`src/rtl/capture_wr_ctrl.sv`:
```
// Packet-capture write controller: writes a 4-word record header
// (seconds, nanoseconds, len, len) and then the packet payload drained from a
// show-ahead FIFO into a circular capture buffer through an Avalon-MM burst
// write master. Bursts never cross the buffer wrap point.
module capture_wr_ctrl #(
  parameter int MAX_BURST = 16,
  parameter int USEDW_W   = 9
) (
  input  logic               clk,
  input  logic               reset,
  input  logic               wr_ctrl,
  input  logic               empty,
  input  logic [31:0]        control,
  input  logic [31:0]        pkt_begin,
  input  logic [31:0]        pkt_end,
  input  logic [31:0]        capt_buf_start,
  input  logic [31:0]        capt_buf_size,
  input  logic [31:0]        last_write_addr_in,
  input  logic [31:0]        fifo_out,
  output logic               rd_from_fifo,
  output logic               wr_ctrl_rdy,
  output logic [31:0]        last_write_addr_out,
  output logic               capt_buf_wrap,
  input  logic [USEDW_W-1:0] usedw,
  input  logic [31:0]        seconds,
  input  logic [31:0]        nanoseconds,
  output logic [31:0]        address,
  output logic [31:0]        writedata,
  output logic               write,
  output logic [15:0]        burstcount,
  input  logic               waitrequest
);

  localparam logic [31:0] MAX_B = 32'(MAX_BURST);

  typedef enum logic [2:0] {
    IDLE,
    LATCH,
    HDR_BURST,
    WAIT_DATA,
    DATA_BURST,
    DONE
  } state_t;

  state_t      state, state_next;

  // Record context captured when a request is accepted.
  logic [31:0] sec_q, ns_q, len_q;
  logic [31:0] buf_start_q, buf_end_q;

  // Progress through the record.
  logic [31:0] cur_addr;     // byte address of the next word to write
  logic [31:0] data_left;    // payload words still to write
  logic [2:0]  hdr_left;     // header words still to write (4..0)
  logic [31:0] beats_left;   // beats remaining in the current burst

  logic [31:0] len_calc, words_calc;
  logic [31:0] room, remain, burst_len;
  logic [31:0] addr_inc, next_addr;
  logic [31:0] hdr_word;
  logic        wrap_hit, accept, data_ready, start_burst;

  // The reserved control word has no function in this block.
  logic        unused_control;
  assign unused_control = ^control;

  // Packet length in bytes, clamped to zero for a reversed range, and its
  // size in words rounded up.
  assign len_calc   = (pkt_end >= pkt_begin) ? (pkt_end - pkt_begin) : 32'd0;
  assign words_calc = (len_calc >> 2) + {31'd0, |len_calc[1:0]};

  // Words left before the wrap point, and words left in the current phase.
  assign room   = (buf_end_q - cur_addr) >> 2;
  assign remain = (state == HDR_BURST) ? {29'd0, hdr_left} : data_left;

  // Burst length: smallest of the master limit, the phase remainder and the
  // distance to the wrap point.
  always_comb begin
    burst_len = MAX_B;
    if (remain < burst_len) burst_len = remain;
    if (room < burst_len)   burst_len = room;
  end

  assign addr_inc   = cur_addr + 32'd4;
  assign wrap_hit   = (addr_inc == buf_end_q);
  assign next_addr  = wrap_hit ? buf_start_q : addr_inc;

  assign accept     = write && !waitrequest;
  assign data_ready = (32'(usedw) >= burst_len) && !empty;

  // Header word selected by how many header words remain to be written.
  always_comb begin
    case (hdr_left)
      3'd4:    hdr_word = sec_q;
      3'd3:    hdr_word = ns_q;
      default: hdr_word = len_q;
    endcase
  end

  // Payload beats come straight from the show-ahead FIFO head, which stays
  // stable until the beat is accepted and popped.
  assign writedata    = (state == DATA_BURST) ? fifo_out : hdr_word;
  assign rd_from_fifo = (state == DATA_BURST) && accept && !empty;
  assign wr_ctrl_rdy  = (state == IDLE);

  // State register.
  always_ff @(posedge clk or negedge reset) begin
    // NOTE: sequential state uses non-blocking assignments so every flop
    // samples pre-edge values regardless of block ordering.
    if (!reset) state <= IDLE;
    else        state <= state_next;
  end

  // Next-state decode and burst-start strobe.
  always_comb begin
    // NOTE: defaults first so that every path assigns every output and no
    // latch is inferred.
    state_next  = state;
    start_burst = 1'b0;
    case (state)
      IDLE:       if (wr_ctrl) state_next = LATCH;
      LATCH:      state_next = HDR_BURST;
      HDR_BURST: begin
        // write low here is the idle gap before the next header burst.
        if (!write) start_burst = 1'b1;
        if (accept && beats_left == 32'd1 && hdr_left == 3'd1)
          state_next = (data_left == 32'd0) ? DONE : WAIT_DATA;
      end
      WAIT_DATA: begin
        if (data_ready) begin
          start_burst = 1'b1;
          state_next  = DATA_BURST;
        end
      end
      DATA_BURST: begin
        if (accept && beats_left == 32'd1)
          state_next = (data_left == 32'd1) ? DONE : WAIT_DATA;
      end
      DONE:       state_next = IDLE;
      default:    state_next = IDLE;
    endcase
  end

  // Record context, address tracking and Avalon master outputs.
  always_ff @(posedge clk or negedge reset) begin
    if (!reset) begin
      // NOTE: context registers are reset as well so writedata reads zero
      // while idle after reset, not just the control flops.
      sec_q               <= '0;
      ns_q                <= '0;
      len_q               <= '0;
      buf_start_q         <= '0;
      buf_end_q           <= '0;
      cur_addr            <= '0;
      data_left           <= '0;
      hdr_left            <= '0;
      beats_left          <= '0;
      address             <= '0;
      burstcount          <= '0;
      write               <= 1'b0;
      capt_buf_wrap       <= 1'b0;
      last_write_addr_out <= '0;
    end else begin
      if (state == IDLE && wr_ctrl) begin
        sec_q       <= seconds;
        ns_q        <= nanoseconds;
        len_q       <= len_calc;
        data_left   <= words_calc;
        buf_start_q <= capt_buf_start;
        buf_end_q   <= capt_buf_start + capt_buf_size;
        cur_addr    <= last_write_addr_in;
        hdr_left    <= 3'd4;
      end

      if (start_burst) begin
        address    <= cur_addr;
        burstcount <= burst_len[15:0];
        beats_left <= burst_len;
        write      <= 1'b1;
      end

      if (accept) begin
        cur_addr            <= next_addr;
        last_write_addr_out <= next_addr;
        beats_left          <= beats_left - 32'd1;
        if (wrap_hit) capt_buf_wrap <= 1'b1;
        if (state == HDR_BURST) hdr_left  <= hdr_left - 3'd1;
        else                    data_left <= data_left - 32'd1;
        // Dropping write after the last beat gives the mandatory idle gap.
        if (beats_left == 32'd1) write <= 1'b0;
      end
    end
  end

endmodule

```
`config.mk`:
```
export PLATFORM = sky130hd
export DESIGN_NAME = capture_wr_ctrl
export DESIGN_NICKNAME = d
export VERILOG_FILES = /design/src/rtl/capture_wr_ctrl.sv
export SDC_FILE = /design/constraint.sdc
export NUM_CORES = 1
export LEC_CHECK = 0
export ABC_AREA = 0
export CORE_AREA = 2 2 152 303
export CTS_CLUSTER_DIAMETER = 50
export DETAILED_ROUTE_END_ITERATION = 16
export DIE_AREA = 0 0 154 305
export MAX_ROUTING_LAYER = met4
export PLACE_DENSITY = 0.85
export SLEW_MARGIN = 20
export SYNTH_ARGS = -nofsm -noshare
export SYNTH_HDL_FRONTEND = slang
export SYNTH_SLANG_ARGS = --single-unit
```
`constraint.sdc`:
```
create_clock -name clk -period 8.39 [get_ports clk]
set_clock_uncertainty 0.2 [all_clocks]
set_input_delay 2.0975 -clock clk [delete_from_list [all_inputs] [get_ports clk]]
set_output_delay 2.0975 -clock clk [all_outputs]
set_load 0.005 [all_outputs]
```
==> impl_metrics.yaml <==
global_routing:
  grt_pass1_wl_mm: 120.2
  first_global_vias: 23379
  grt-ovfl-total: 0
  grt_start_max_net_pins: 140
  grt_antenna_before_repair: 0
  grt.total_usage: 0.3212
sta:
  slew_headroom: 0.2950
  hold_violations: 0
  finalSetupViolations: 0
  post-route-period-util: 0.9578
  finalMaxSlewViolations: 0
  clock.fmax_mhz: 124.4
  layout_min_cycle_time_ns: 8.036
  hold_ws_ns: 0.2714
  worstMarginPinSlew_ns: 1.058
  setup_tns_after_final_layout_ns: 0
  least_setup_slack_across_all_paths_after_layout_ns: 0.3537
min_path:
  worst_hold_path_type: "flop to flop"
  whs_path_depth: 2
placed_design:
  place_hpwl_mm: 55.78
  dp_worst_setup_slack_ns: 0.1462
  numPlacedInstances: 3852
  placement.io_buffers: 385
  gp_routability_congestion: 0.9535
clocking:
  cts.path.max_buffers: 3
  cts_hold_repair.buffers: 0
  clock-root-buffer: "sky130_fd_sc_hd__clkbuf_16"
  clock_latency_ns: 0.55
  clock_tree_from_tritoncts: "built"
  clk_pin_slew_ns: 0.07
  h-tree-depth: 2
  clock_sinks: 344
  cts_buffers: 35
setup_path:
  path_max_fanout: 14
  r2r_slack_ns: 0.35
  critical_path.top_delay_family: "compound AO/OA/AOI/OAI gates"
  timing.critical_path.from_type: "flop"
  critical_path.most_common_cell: "sky130_fd_sc_hd__a21oi_1"
  worstPathBufferInverterCount: 3
  cp-end-kind: "flop"
  slowest_delay_ns: 0.56
  cpMaxStageDelayCell: "sky130_fd_sc_hd__or4_1"
  crit_cells: 30
  reg2regPathDepth: 30
  worstSetupPathType: "flop to flop"
  timing.critical_path.required_ns: 8.61
  cp_arrival_ns: 8.25
synth:
  synth.yosys.warnings: 0
  synth-edff-count: 0
  ys_ff_latch: 344
  post-synth-top-area-cell: "sky130_fd_sc_hd__dfrtp_1"
  yosys.cell_types.count: 88
  synth.top_cell.area_share: 0.3593
  syn_area_per_cell_um2: 8.032
  synth.cell_area_um2: 23960
  seq_area_frac_synth: 0.3593
  largest_cells_by_area_after_synthesis: "sky130_fd_sc_hd__dfrtp_1, sky130_fd_sc_hd__nand2_1, sky130_fd_sc_hd__ha_1"
  synthArstFlopShare: 1.000
  netlist_instances: 2983
  yosys_most_used_dff: "sky130_fd_sc_hd__dfrtp_1"
floorplanning:
  floorplan.die.width_um: 154
  core_area_um2: 44730
  initial_core_utilization: 0.5357
  placementRows: 110
  i_o_pin_cnt: 418
  fp.dieArea_um2: 46970
  fp.dieH_um: 305
route:
  route.vias.total: 23831
  wire_per_inst_um: 19.12
  post_drt_via_cell_ratio: 6.082
  detail_route.first_pass.iterations: 6
  post-route-drc-count: 0
  route.antenna.remaining_nets: 0
  routed_wirelength_mm: 74.93
  dr.first_iter.drc_count: 2102
pwr:
  leakagePower_nw: 12.97
  pwr_density_cell_nw_per_um2: 366.1
  ir_worst_vdd_uv: 186.3
cells_and_area:
  drive_gt1_frac: 0.05479
  final_cell_mix: "sky130_fd_sc_hd__nand2_1, sky130_fd_sc_hd__clkdlybuf4s50_1, sky130_fd_sc_hd__dfrtp_1, sky130_fd_sc_hd__o21ai_0, sky130_fd_sc_hd__nor2_1"
  multi_input_gate_area_um2: 14410
  layout.cells.non_filler: 3918
  layout.cells.most_common: "sky130_fd_sc_hd__nand2_1"
  area_delta_synth_final_pct: 24.10
  layout.filler_cells: 3657
  number_of_antenna_repair_diodes: 0
  design.final.nets: 3780
  seq_area_um2: 8608
job:
  max_cap_viol_count: 0
status:
  status: "finished clean"
==> synthesized netlist by cell type, drive strengths merged (37+ instances only) <==
master and instances:
nor3 80, clkbuf 117, o21ai 226, xnor2 96, ha 143, nor2 208, a21o 37, inv 147
dfrtp 344, nand2 607, xor2 45, nand3 76, nor4 42, a21oi 180, a211oi 59, a31oi 61
==> layout make-up <==
class / instances / share of cell area
timing repair buffer: 431 / 0.1432
clock buffer: 49 / 0.03291
sequential: 344 / 0.2895
inverter: 147 / 0.01856
clock inverter: 13 / 0.007700
tap: 560 / 0.02356
multi-input combinational: 2374 / 0.4846
==> through the flow <==
stage | power, W | instance area [um^2] | util
6_report | 0.01089 | 29730 | 0.6648
5_1_grt | 0.01168 | 29730 | 0.6648
4_1_cts | 0.01074 | 29630 | 0.6625
3_5_place_dp | 0.009027 | 28420 | 0.6355
3_3_place_gp | 0.008830 | 28420 | 0.6355
2_1_floorplan | 0.006777 | 24050 | -
==> registers in the layout, indices dropped and copies added, names as in the netlist, 3 cells and up <==
signal               count
address                 32
beats_left              32
buf_end_q               32
buf_start_q             32
burstcount              16
cur_addr                32
data_left               32
hdr_left                 3
last_write_addr_out     32
len_q                   32
ns_q                    32
sec_q                   32
state                    3
==> routing by layer <==
layer | GRT usage | up-vias | routed length [um]
met5 | - | - | 0
met2 | 0.5161 | 1146 | 35280
met3 | 0.03754 | 178 | 6084
li1 | - | 11283 | -
met4 | 0.1045 | 0 | 2494
met1 | 0.4250 | 11224 | 31070
==> final timing paths <==
check / start / to
max in group asynchronous: reset / ns_q[10]
setup reg to reg: cur_addr[10] / address[31]
hold / removal: len_q[5] / len_q[5]
setup / recovery: cur_addr[10] / address[31]
min in group asynchronous: reset / beats_left[15]
hold reg to reg: len_q[5] / len_q[5]
==> power by group <==
group	total, W	switching [W]	internal, W
Sequential	0.00298	0.000595	0.00239
Combinational	0.00623	0.00363	0.00261
Clock	0.00167	0.000714	0.000956
Total	0.0109	0.00494	0.00595
==> worst reg2reg max path: cells and delay by family (launching register included) <==
kind | cells | cell delay [ns]
AO/OA/AOI/OAI | 14 | 3.05
AND/OR/NAND/NOR | 9 | 2.16
adder cells (fa/ha/maj) | 3 | 1.01
buffers and inverters | 3 | 0.69
flip-flops | 1 | 0.42
multiplexers | 1 | 0.36
==> what timing repair did <==
action,in CTS,in global routing
gates resized for setup,0,11
endpoints found under the setup margin,0,83
buffers inserted,0,4
hold endpoints to repair,0,0
==> cells by family after synthesis <==
| family | after synthesis | share of synthesized area |
|---|---|---|
| AOI/OAI and AO/OA | 805 | 0.2159 |
| xor gates and xnor gates | 141 | 0.05154 |
| adders and majority gates | 145 | 0.07634 |
| buffers and inverters | 289 | 0.04726 |
| DFF | 344 | 0.3593 |
| muxes | 48 | 0.02110 |
| other | 1 | 0.0001565 |
| and+or+nand+nor | 1210 | 0.2285 |
Power figures use the tool's default switching activity.
